==> src/rtl/alu_pkg.sv <==
// Shared ALU definitions: control codes emitted by ALU control and execute-stage states.
package alu_pkg;

  localparam logic [3:0] ALU_AND  = 4'b0000;
  localparam logic [3:0] ALU_OR   = 4'b0001;
  localparam logic [3:0] ALU_ADD  = 4'b0010;
  localparam logic [3:0] ALU_SUB  = 4'b0110;
  localparam logic [3:0] ALU_SLT  = 4'b0111;
  localparam logic [3:0] ALU_NOR  = 4'b1100;
  localparam logic [3:0] ALU_MULT = 4'b1000;
  localparam logic [3:0] ALU_DIVU = 4'b1001;

  typedef enum logic [1:0] {
    IDLE = 2'd0,
    MUL  = 2'd1,
    DIV  = 2'd2
  } state_t;

  // True for codes that complete in a single cycle.
  function automatic logic is_simple(input logic [3:0] op);
    case (op)
      ALU_AND, ALU_OR, ALU_ADD, ALU_SUB, ALU_SLT, ALU_NOR: return 1'b1;
      default:                                             return 1'b0;
    endcase
  endfunction

endpackage

==> src/rtl/alu_exec_unit_if.sv <==
// Request/response bundle between the pipeline and the execute unit.
interface alu_exec_unit_if #(
  parameter int WIDTH = 32
);
  logic             start;
  logic [3:0]       alucontrol;
  logic [WIDTH-1:0] a;
  logic [WIDTH-1:0] b;
  logic             busy;
  logic             done;
  logic [WIDTH-1:0] result;
  logic             zero;
  logic             illegal;
  logic [WIDTH-1:0] hi;
  logic [WIDTH-1:0] lo;

  modport master (
    output start, alucontrol, a, b,
    input  busy, done, result, zero, illegal, hi, lo
  );

  modport slave (
    input  start, alucontrol, a, b,
    output busy, done, result, zero, illegal, hi, lo
  );
endinterface

==> src/rtl/alu_exec_unit_muldiv_iter.sv <==
// One-bit-per-cycle unsigned multiply (shift-add) / divide (restoring) datapath.
// nxt_hi/nxt_lo are the register values after the current step, so the final
// step's values can be captured by the parent on the same edge.
module muldiv_iter
  import alu_pkg::*;
#(
  parameter int WIDTH = 32
) (
  input  logic             clk,
  input  logic             rst_n,
  input  logic             load,
  input  logic             step,
  input  logic             div_mode,
  input  logic [WIDTH-1:0] a,
  input  logic [WIDTH-1:0] b,
  output logic             last,
  output logic [WIDTH-1:0] nxt_hi,
  output logic [WIDTH-1:0] nxt_lo
);
  localparam int CW = (WIDTH > 1) ? $clog2(WIDTH) : 1;

  logic [CW-1:0]    cnt;
  logic [WIDTH-1:0] acc;   // partial product high half / partial remainder
  logic [WIDTH-1:0] q;     // multiplier shifting out / dividend shifting into quotient
  logic [WIDTH-1:0] m;     // multiplicand / divisor
  logic [WIDTH:0]   sum;
  logic [WIDTH:0]   trial;
  logic [WIDTH:0]   diff;

  assign last = (cnt == CW'(WIDTH - 1));

  // Compute the next {acc, q} for one iteration of the selected operation.
  // Divide uses a full-width compare rather than the borrow bit so that a zero
  // divisor naturally yields quotient all-ones and remainder equal to the dividend.
  always_comb begin
    sum    = {1'b0, acc} + {1'b0, (q[0] ? m : '0)};
    trial  = {acc, q[WIDTH-1]};
    diff   = trial - {1'b0, m};
    nxt_hi = sum[WIDTH:1];
    nxt_lo = {sum[0], q[WIDTH-1:1]};
    if (div_mode) begin
      if (trial >= {1'b0, m}) begin
        nxt_hi = diff[WIDTH-1:0];
        nxt_lo = {q[WIDTH-2:0], 1'b1};
      end else begin
        nxt_hi = trial[WIDTH-1:0];
        nxt_lo = {q[WIDTH-2:0], 1'b0};
      end
    end
  end

  // Operand latch on load, one iteration per step.
  always_ff @(posedge clk or negedge rst_n) begin
    if (!rst_n) begin
      cnt <= '0;
      acc <= '0;
      q   <= '0;
      m   <= '0;
    end else if (load) begin
      cnt <= '0;
      acc <= '0;
      q   <= a;
      m   <= b;
    end else if (step) begin
      cnt <= cnt + 1'b1;
      acc <= nxt_hi;
      q   <= nxt_lo;
    end
  end
endmodule

==> src/rtl/alu_exec_unit.sv <==
// Execute stage: single-cycle logic/arith ops plus iterative MULT/DIVU with HI/LO.
module alu_exec_unit
  import alu_pkg::*;
#(
  parameter int WIDTH = 32
) (
  input  logic          clk,
  input  logic          rst_n,
  alu_exec_unit_if.slave bus
);
  state_t           state, state_nxt;
  logic             load, step, last;
  logic [WIDTH-1:0] nxt_hi, nxt_lo;
  logic [WIDTH-1:0] simple_res;
  logic             simple_ok;
  logic [WIDTH-1:0] result_q, hi_q, lo_q;
  logic             zero_q, done_q, illegal_q;

  muldiv_iter #(.WIDTH(WIDTH)) u_muldiv (
    .clk      (clk),
    .rst_n    (rst_n),
    .load     (load),
    .step     (step),
    .div_mode (state == DIV),
    .a        (bus.a),
    .b        (bus.b),
    .last     (last),
    .nxt_hi   (nxt_hi),
    .nxt_lo   (nxt_lo)
  );

  // Single-cycle operation results.
  always_comb begin
    simple_ok  = is_simple(bus.alucontrol);
    simple_res = '0;
    case (bus.alucontrol)
      ALU_AND: simple_res = bus.a & bus.b;
      ALU_OR:  simple_res = bus.a | bus.b;
      ALU_ADD: simple_res = bus.a + bus.b;
      ALU_SUB: simple_res = bus.a - bus.b;
      ALU_SLT: simple_res = {{(WIDTH-1){1'b0}}, ($signed(bus.a) < $signed(bus.b))};
      ALU_NOR: simple_res = ~(bus.a | bus.b);
      default: simple_res = '0;
    endcase
  end

  // State register.
  always_ff @(posedge clk or negedge rst_n) begin
    if (!rst_n) state <= IDLE;
    else        state <= state_nxt;
  end

  // Next-state and datapath control.
  always_comb begin
    state_nxt = state;
    load      = 1'b0;
    step      = 1'b0;
    case (state)
      IDLE: begin
        if (bus.start && bus.alucontrol == ALU_MULT) begin
          load      = 1'b1;
          state_nxt = MUL;
        end else if (bus.start && bus.alucontrol == ALU_DIVU) begin
          load      = 1'b1;
          state_nxt = DIV;
        end
      end
      MUL, DIV: begin
        step = 1'b1;
        if (last) state_nxt = IDLE;
      end
      default: state_nxt = IDLE;
    endcase
  end

  // Output registers: done/illegal pulse, result/zero/hi/lo hold between completions.
  always_ff @(posedge clk or negedge rst_n) begin
    if (!rst_n) begin
      result_q  <= '0;
      zero_q    <= 1'b0;
      done_q    <= 1'b0;
      illegal_q <= 1'b0;
      hi_q      <= '0;
      lo_q      <= '0;
    end else begin
      done_q    <= 1'b0;
      illegal_q <= 1'b0;
      if (state == IDLE && bus.start && !load) begin
        result_q  <= simple_res;
        zero_q    <= (simple_res == '0);
        illegal_q <= !simple_ok;
        done_q    <= 1'b1;
      end
      if (step && last) begin
        hi_q     <= nxt_hi;
        lo_q     <= nxt_lo;
        result_q <= nxt_lo;
        zero_q   <= (nxt_lo == '0);
        done_q   <= 1'b1;
      end
    end
  end

  assign bus.busy    = (state != IDLE);
  assign bus.done    = done_q;
  assign bus.result  = result_q;
  assign bus.zero    = zero_q;
  assign bus.illegal = illegal_q;
  assign bus.hi      = hi_q;
  assign bus.lo      = lo_q;
endmodule
==> src/flat_wrapper.sv <==
// flat-port wrapper written by rule: the top's interface ports become plain ports
module alu_exec_unit_flat import alu_pkg::*;
#(
  parameter int WIDTH = 32
)
  (clk, rst_n, bus_start, bus_alucontrol, bus_a, bus_b, bus_busy, bus_done, bus_result, bus_zero, bus_illegal, bus_hi, bus_lo);
  alu_exec_unit_if #(.WIDTH(WIDTH)) bus_i ();
  input  logic clk;
  input  logic rst_n;
  input wire logic [$bits(bus_i.start)-1:0] bus_start;
  input wire logic [$bits(bus_i.alucontrol)-1:0] bus_alucontrol;
  input wire logic [$bits(bus_i.a)-1:0] bus_a;
  input wire logic [$bits(bus_i.b)-1:0] bus_b;
  output wire logic [$bits(bus_i.busy)-1:0] bus_busy;
  output wire logic [$bits(bus_i.done)-1:0] bus_done;
  output wire logic [$bits(bus_i.result)-1:0] bus_result;
  output wire logic [$bits(bus_i.zero)-1:0] bus_zero;
  output wire logic [$bits(bus_i.illegal)-1:0] bus_illegal;
  output wire logic [$bits(bus_i.hi)-1:0] bus_hi;
  output wire logic [$bits(bus_i.lo)-1:0] bus_lo;
  assign bus_i.start = bus_start;
  assign bus_i.alucontrol = bus_alucontrol;
  assign bus_i.a = bus_a;
  assign bus_i.b = bus_b;
  assign bus_busy = bus_i.busy;
  assign bus_done = bus_i.done;
  assign bus_result = bus_i.result;
  assign bus_zero = bus_i.zero;
  assign bus_illegal = bus_i.illegal;
  assign bus_hi = bus_i.hi;
  assign bus_lo = bus_i.lo;
  alu_exec_unit #(.WIDTH(WIDTH)) u_core (.clk(clk), .rst_n(rst_n), .bus(bus_i));
endmodule
==> config.mk <==
export PLATFORM = sky130hd
export DESIGN_NAME = alu_exec_unit_flat
export DESIGN_NICKNAME = d
export VERILOG_FILES = /design/src/rtl/alu_pkg.sv /design/src/rtl/alu_exec_unit_if.sv /design/src/rtl/alu_exec_unit_muldiv_iter.sv /design/src/rtl/alu_exec_unit.sv /design/src/flat_wrapper.sv
export SDC_FILE = /design/constraint.sdc
export NUM_CORES = 1
export LEC_CHECK = 0
export CORE_AREA = 2 2 220 222
export CTS_BUF_LIST = sky130_fd_sc_hd__clkbuf_16
export DETAILED_ROUTE_END_ITERATION = 6
export DIE_AREA = 0 0 222 224
export HOLD_SLACK_MARGIN = 0.15
export PLACE_DENSITY = 0.62
export SLEW_MARGIN = 10
export SYNTH_ARGS = -nofsm -noshare
export SYNTH_HDL_FRONTEND = slang
export SYNTH_SLANG_ARGS = --single-unit
==> constraint.sdc <==
create_clock -name clk -period 4.46 [get_ports clk]
set_clock_uncertainty 0.15 [all_clocks]
set_input_delay 0.669 -clock clk [delete_from_list [all_inputs] [get_ports clk]]
set_output_delay 0.669 -clock clk [all_outputs]
set_load 0.005 [all_outputs]
==> results of run 1 <==
-- where the power goes --
group | total (mW) | internal [mW] | switching, mW
Sequential | 3.29 | 2.57 | 0.723
Combinational | 8.79 | 3.82 | 4.97
Clock | 1.74 | 0.975 | 0.767
-- routing by layer --
| layer | part of all wire (%) | global-route usage, % | wire length, um |
|---|---|---|---|
| met5 | 0 | 0 | 0 |
| met4 | 3.1 | 8.91 | 2170 |
| met3 | 8.7 | 5.98 | 6150 |
| met2 | 44 | 44.3 | 31200 |
| met1 | 44 | 37.9 | 31300 |
-- synth_stat cells (18+ instances only) --
library cell,count
nand2_1,267
o21ai_0,256
dfrtp_1,202
nor2_1,188
ha_1,176
a21oi_1,160
inv_1,154
clkbuf_1,107
o211ai_1,79
mux2i_1,59
a21o_1,48
and2_1,40
a211oi_1,39
nand3_1,39
nor3_1,38
xnor2_1,35
nand4_1,27
a221oi_1,25
xor2_1,21
nor4_1,20
nor2b_1,19
o21bai_1,19
or3_1,19
and3_1,18
nand2b_1,18
o21a_1,18
o31ai_1,18
-- sequential cells by signal, summed over array words and instances, names as in the netlist --
name                 count
u_core.bus.hi           32
u_core.bus.lo           32
u_core.bus.result       32
u_core.u_muldiv.acc     32
u_core.u_muldiv.m       32
u_core.u_muldiv.q       32
u_core.u_muldiv.cnt      5
u_core.state             2
u_core.bus.done          1
u_core.bus.illegal       1
u_core.bus.zero          1
-- per-stage QoR --
stage | hold slack (ns) | worst slack, ns | power (mW) | utilization (%) | setup TNS (ns)
2_1_floorplan | 0.223 | 0.856 | 8.75 | - | 0
3_3_place_gp | 0.310 | -0.481 | 11.8 | 48.0 | -0.991
3_5_place_dp | 0.314 | -0.469 | 11.9 | 48.0 | -1.30
4_1_cts | 0.329 | 0.0350 | 13.8 | 49.4 | 0
5_1_grt | 0.355 | 0.00872 | 14.9 | 49.5 | 0
6_report | 0.321 | 0.107 | 13.8 | 49.5 | 0
-- timing repair --
action / 4_1_cts / 5_1_grt
endpoints found under the hold margin: 100 / 0
hold buffers: 1 / 0
endpoints found under the setup margin: 0 / 10
gates resized for setup: 0 / 9
-- final cells by class --
type / count / area share, %
Clock inverter: 16 / 0.566
Inverter: 156 / 2.50
Antenna cell: 1 / 0.0107
Clock buffer: 21 / 2.24
Timing Repair Buffer: 486 / 17.7
Sequential cell: 202 / 21.6
Multi-Input combinational cell: 1845 / 52.1
Tap cell: 615 / 3.29
-- worst max-delay path, cell delays in order --
cell and delay (ns):
clkdlybuf4s50_1 0.47, inv_1 0.07, ha_1 0.32, or4_1 0.64, nand4b_1 0.35, nor3_1 0.23, o21ai_1 0.19, nand2_1 0.18
mux2i_1 0.10, a21oi_1 0.23, buf_4 0.18, o2111ai_1 0.19, nor4_2 0.43, buf_4 0.18, nand3_1 0.08, o21ai_1 0.14
-- logic make-up (layout without fill, tap and decap cells) --
group | count (synthesis) | in the layout | share of synthesized area [%]
compound gates | 819 | 819 | 29.0
simple gates | 727 | 727 | 18.6
buf+inv | 295 | 679 | 6.22
flops | 202 | 202 | 27.6
fa+ha+maj | 180 | 180 | 12.5
mux | 63 | 63 | 3.47
xor+xnor | 56 | 56 | 2.68
other cells | 0 | 1 | 0
-- worst paths after layout --
path                                                startpoint                                 end  slack, ns
setup reg to reg           u_core.u_muldiv.acc[20]$_DFFE_PN0P_       u_core.bus.hi[21]$_DFFE_PN0P_       0.24
setup / recovery                                     bus_b[17]         u_core.bus.zero$_DFFE_PN0P_       0.11
hold / removal                   u_core.bus.hi[10]$_DFFE_PN0P_       u_core.bus.hi[10]$_DFFE_PN0P_       0.32
hold reg to reg                  u_core.bus.hi[10]$_DFFE_PN0P_       u_core.bus.hi[10]$_DFFE_PN0P_       0.32
max in group asynchronous                                rst_n    u_core.u_muldiv.q[0]$_DFFE_PN0P_       2.45
min in group asynchronous                                rst_n  u_core.u_muldiv.acc[8]$_DFFE_PN0P_       0.64
==> results.json, run 1 <==
{
  "io_pins": 171,
  "worst_pin_slew_ns": 0.964,
  "cts_setup_buffers": 0,
  "clk_pin_slew_ns": 0.06,
  "powerDensity_nw_per_um2": 590,
  "grt_pass1_vias": 18700,
  "vias": 19200,
  "nNetsFinal": 2963,
  "relSlewSlack_pct": 35.7,
  "die-width_um": 222,
  "die_y_um": 224,
  "antenna_found_initial": 4,
  "regArea_um2": 5060,
  "finalCritPeriodShare_pct": 97.6,
  "p_leak_nw": 10.7,
  "async_flop_share_pct": 100,
  "final_common_cell": "buf_4",
  "nFillCells": 4613,
  "yosysUniqueCellTypes": 88,
  "place_area_um2": 22700,
  "rows": 80,
  "final_layout_size_suffix_gt1_share_pct": 14.8,
  "hold_class": "reg -> reg",
  "coreArea_um2": 47300,
  "cts_made_buffers": 21,
  "initial_core_util_pct": 38.6,
  "dr.pass1.iters": 7,
  "port_buffers": 170,
  "cts_tree": "yes",
  "dr.first_iter.drc_count": 1832,
  "synth_top_area_share_pct": 27.6,
  "endpoint_kind": "flop",
  "design_area_um2": 23400,
  "vias_per_cell": 5.75,
  "ys_seq_elements": 202,
  "start_kind": "input port",
  "area_growth_pct": 28.0,
  "cts_sinks": 202,
  "final_cells": 3342,
  "fmax_mhz": 230,
  "wl_per_cell_um": 21.2,
  "synthTopCellsByArea": "dfrtp_1 (28%), ha_1 (12%), o21ai_0 (7.0%)",
  "drc": 2,
  "path_class": "in -> reg",
  "slew_viol_final": 0,
  "synth_area_leader_cell": "dfrtp_1",
  "htree_levels": 1,
  "dpl.cell_count": 3303,
  "avgSynthCellArea_um2": 7.81,
  "grt_pass1_wl_um": 108000,
  "cts_root_buf": "clkbuf_16",
  "dieArea_um2": 49700,
  "gp_routability_congestion": 0.994,
  "final_antenna_net_count": 0,
  "synth_edf_count": 0,
  "final_cell_mix": "buf_4 (310), nand2_1 (266), o21ai_0 (256)",
  "yosys_warnings": 0,
  "syn_nets": 2593,
  "finalHoldViolCount": 0,
  "clock_latency_ns": 0.52,
  "cp_max_fo": 2,
  "reg2regPathDepth": 12,
  "dp_hpwl_um": 56300,
  "violations": "design-rule violations",
  "required_ns": 4.75,
  "overflow": 0,
  "cts_buffer_depth": 3,
  "syn_area_um2": 18300,
  "synth_ff_type": "dfrtp_1",
  "max_cap_violations": 0,
  "setup_viol": 0,
  "grt_usage_pct": 27.9,
  "fin_crit_ns": 4.35,
  "wl_um": 70800,
  "rsz0062_at_grt": "no",
  "seq_area_frac_synth_pct": 27.6,
  "multi_input_area_um2": 12200,
  "outcome": "finished with violations",
  "grt_max_degree": 149,
  "hold_depth": 2,
  "postSynthCellCount": 2342,
  "ir_drop_mv": 0.356,
  "critPathArrivalTime_ns": 4.64
}
Power figures use the tool's default switching activity.
==> inputs of run 2 (changes only) <==
--- a/config.mk
+++ b/config.mk
@@ -5,12 +5,13 @@
 export SDC_FILE = /design/constraint.sdc
 export NUM_CORES = 1
 export LEC_CHECK = 0
-export CORE_AREA = 2 2 220 222
+export CORE_AREA = 2 2 246 199
 export CTS_BUF_LIST = sky130_fd_sc_hd__clkbuf_16
 export DETAILED_ROUTE_END_ITERATION = 6
-export DIE_AREA = 0 0 222 224
+export DIE_AREA = 0 0 248 201
 export HOLD_SLACK_MARGIN = 0.15
 export PLACE_DENSITY = 0.62
+export SKIP_CTS_REPAIR_TIMING = 1
 export SLEW_MARGIN = 10
 export SYNTH_ARGS = -nofsm -noshare
 export SYNTH_HDL_FRONTEND = slang
==> run 2 against run 1 <==
The run now ends clean. Die area rose by 0.24%. Hold slack improved by 0.0086 ns. Non-clock buffer count rose by 27. Clock power rose by 13%. Critical path type unchanged. Highest routed layer is now met5.
==> results.json, run 2 (synthesized netlist as in run 1, its figures left out) <==
{
  "whs_ns": 0.329,
  "start_kind": "input port",
  "drc": 0,
  "hold_class": "reg -> reg",
  "wl_met3_um": 7460,
  "grt_pass1_wl_um": 112000,
  "die_y_um": 201,
  "worst_pin_slew_ns": 0.820,
  "initial_core_util_pct": 38.4,
  "critPathMaxStageDelay_ns": 0.62,
  "cts_buffer_depth": 3,
  "htree_levels": 1,
  "coreArea_um2": 47700,
  "met1_length_um": 35300,
  "place_area_um2": 22900,
  "multi_input_area_um2": 12200,
  "finalSetupTns_ns": 0,
  "antenna_cells": 0,
  "final_antenna_net_count": 0,
  "overflow": 0,
  "finalCritPeriodShare_pct": 98.2,
  "design_area_um2": 23700,
  "top_layer_used": "met5",
  "dpl.cell_count": 3343,
  "nNetsFinal": 2992,
  "final_cells": 3385,
  "finalHoldViolCount": 0,
  "path_class": "in -> reg",
  "cp_slowest_cell": "clkdlybuf4s50_1",
  "final_layout_size_suffix_gt1_share_pct": 15.6,
  "dieArea_um2": 49800,
  "cts_made_buffers": 23,
  "regArea_um2": 5050,
  "wl_per_cell_um": 21.9,
  "slew_viol_final": 0,
  "final_cell_mix": "buf_4 (337), nand2_1 (266), o21ai_0 (256)",
  "area_growth_pct": 29.7,
  "total_power_mw": 14.3,
  "clk_pin_slew_ns": 0.06,
  "final_common_cell": "buf_4",
  "cts_root_buf": "clkbuf_16",
  "outcome": "completed",
  "dr.pass1.iters": 6,
  "port_buffers": 170,
  "critPathArrivalTime_ns": 4.70,
  "wl_met2_um": 29300,
  "dr.first_iter.drc_count": 1950,
  "max_cap_violations": 0,
  "endpoint_kind": "flop",
  "die-width_um": 248,
  "dp_hpwl_um": 60000,
  "wl_um": 74200,
  "antenna_found_initial": 5,
  "cp_common_cell": "buf_4",
  "cts_tree": "yes",
  "clock_latency_ns": 0.55,
  "vias_per_cell": 5.78,
  "powerDensity_nw_per_um2": 604,
  "grt_max_degree": 93,
  "setup_viol": 0,
  "grt_usage_pct": 29.2,
  "nFillCells": 4645,
  "vias": 19600,
  "crit_buf_inv": 5,
  "path_cells": "clkdlybuf4s50_1, ha_1, inv_1, fa_1, o31ai_2, a211oi_2, o311a_1, o21ai_2, nor2_1, o21ai_0, buf_4, nand4_1, buf_4, nor4_2, buf_4, nand3_1, o21ai_1",
  "grt_pass1_vias": 18500,
  "relSlewSlack_pct": 45.3,
  "p_leak_nw": 10.9,
  "rows": 72,
  "gp_routability_congestion": 1.01,
  "ir_drop_mv": 0.358,
  "required_ns": 4.78,
  "cts_sinks": 202,
  "cp_top_family": "compound AO/OA/AOI/OAI gates",
  "rsz0062_at_grt": "no",
  "fmax_mhz": 228,
  "cp_max_fo": 4,
  "fin_crit_ns": 4.38,
  "io_pins": 171
}
## run 2: changes by cell type in the layout (fill, tap and decap cells not counted), moves of 2 or more
cell and change:
nor3_2 -2, nor3_1 +2, buf_4 +27, clkbuf_16 +2
clkinvlp_4 -2, inv_1 +2, bufinv_16 +2
## run 2: area by class of cell
class,count,share of cell area (%)
clock buffer,23,2.42
sequential,202,21.3
multi-input combinational,1845,51.4
inverter,156,2.47
clock inverter,17,0.812
tap,629,3.32
timing repair buffer,513,18.3
## run 2: path summary, 6_finish.rpt
| kind | from | cells past startpoint | endpoint | slack, ns |
|---|---|---|---|---|
| min reg2reg | u_core.bus.hi[23]$_DFFE_PN0P_ | 2 | u_core.bus.hi[23]$_DFFE_PN0P_ | 0.33 |
| min | u_core.bus.hi[23]$_DFFE_PN0P_ | 2 | u_core.bus.hi[23]$_DFFE_PN0P_ | 0.33 |
| max in group asynchronous | rst_n | 3 | u_core.bus.hi[14]$_DFFE_PN0P_ | 2.61 |
| max reg2reg | u_core.u_muldiv.q[0]$_DFFE_PN0P_ | 15 | u_core.u_muldiv.acc[30]$_DFFE_PN0P_ | 0.25 |
| max | bus_b[0] | 17 | u_core.bus.zero$_DFFE_PN0P_ | 0.08 |
| min in group asynchronous | rst_n | 2 | u_core.bus.lo[22]$_DFFE_PN0P_ | 0.56 |
## run 2: routing by layer
layer / vias up / global-route usage [%]
met2: 840 / 40.0
met5: - / 0
met3: 99 / 8.01
met4: 2 / 7.74
li1: 9277 / -
met1: 9356 / 44.2
## run 2: worst min-delay path: stages, from the launching register on
cell	delay [ns]
dfrtp_1	0.34
nand2_1	0.05
o21ai_0	0.06
## run 2: where the power goes
group          internal [mW]  switching (mW)
combinational           3.98            5.15
sequential              2.57           0.676
clock                   1.17           0.798
total                   7.72            6.63
## run 2: through the flow
stage                     utilization [%]  worst slack (ns)
after CTS                            49.7           -0.0545
after floorplan                         -             0.856
after global routing                 49.8           0.00191
final                                49.8            0.0791
after detailed placement             48.1            -0.592
after global placement               48.1            -0.513
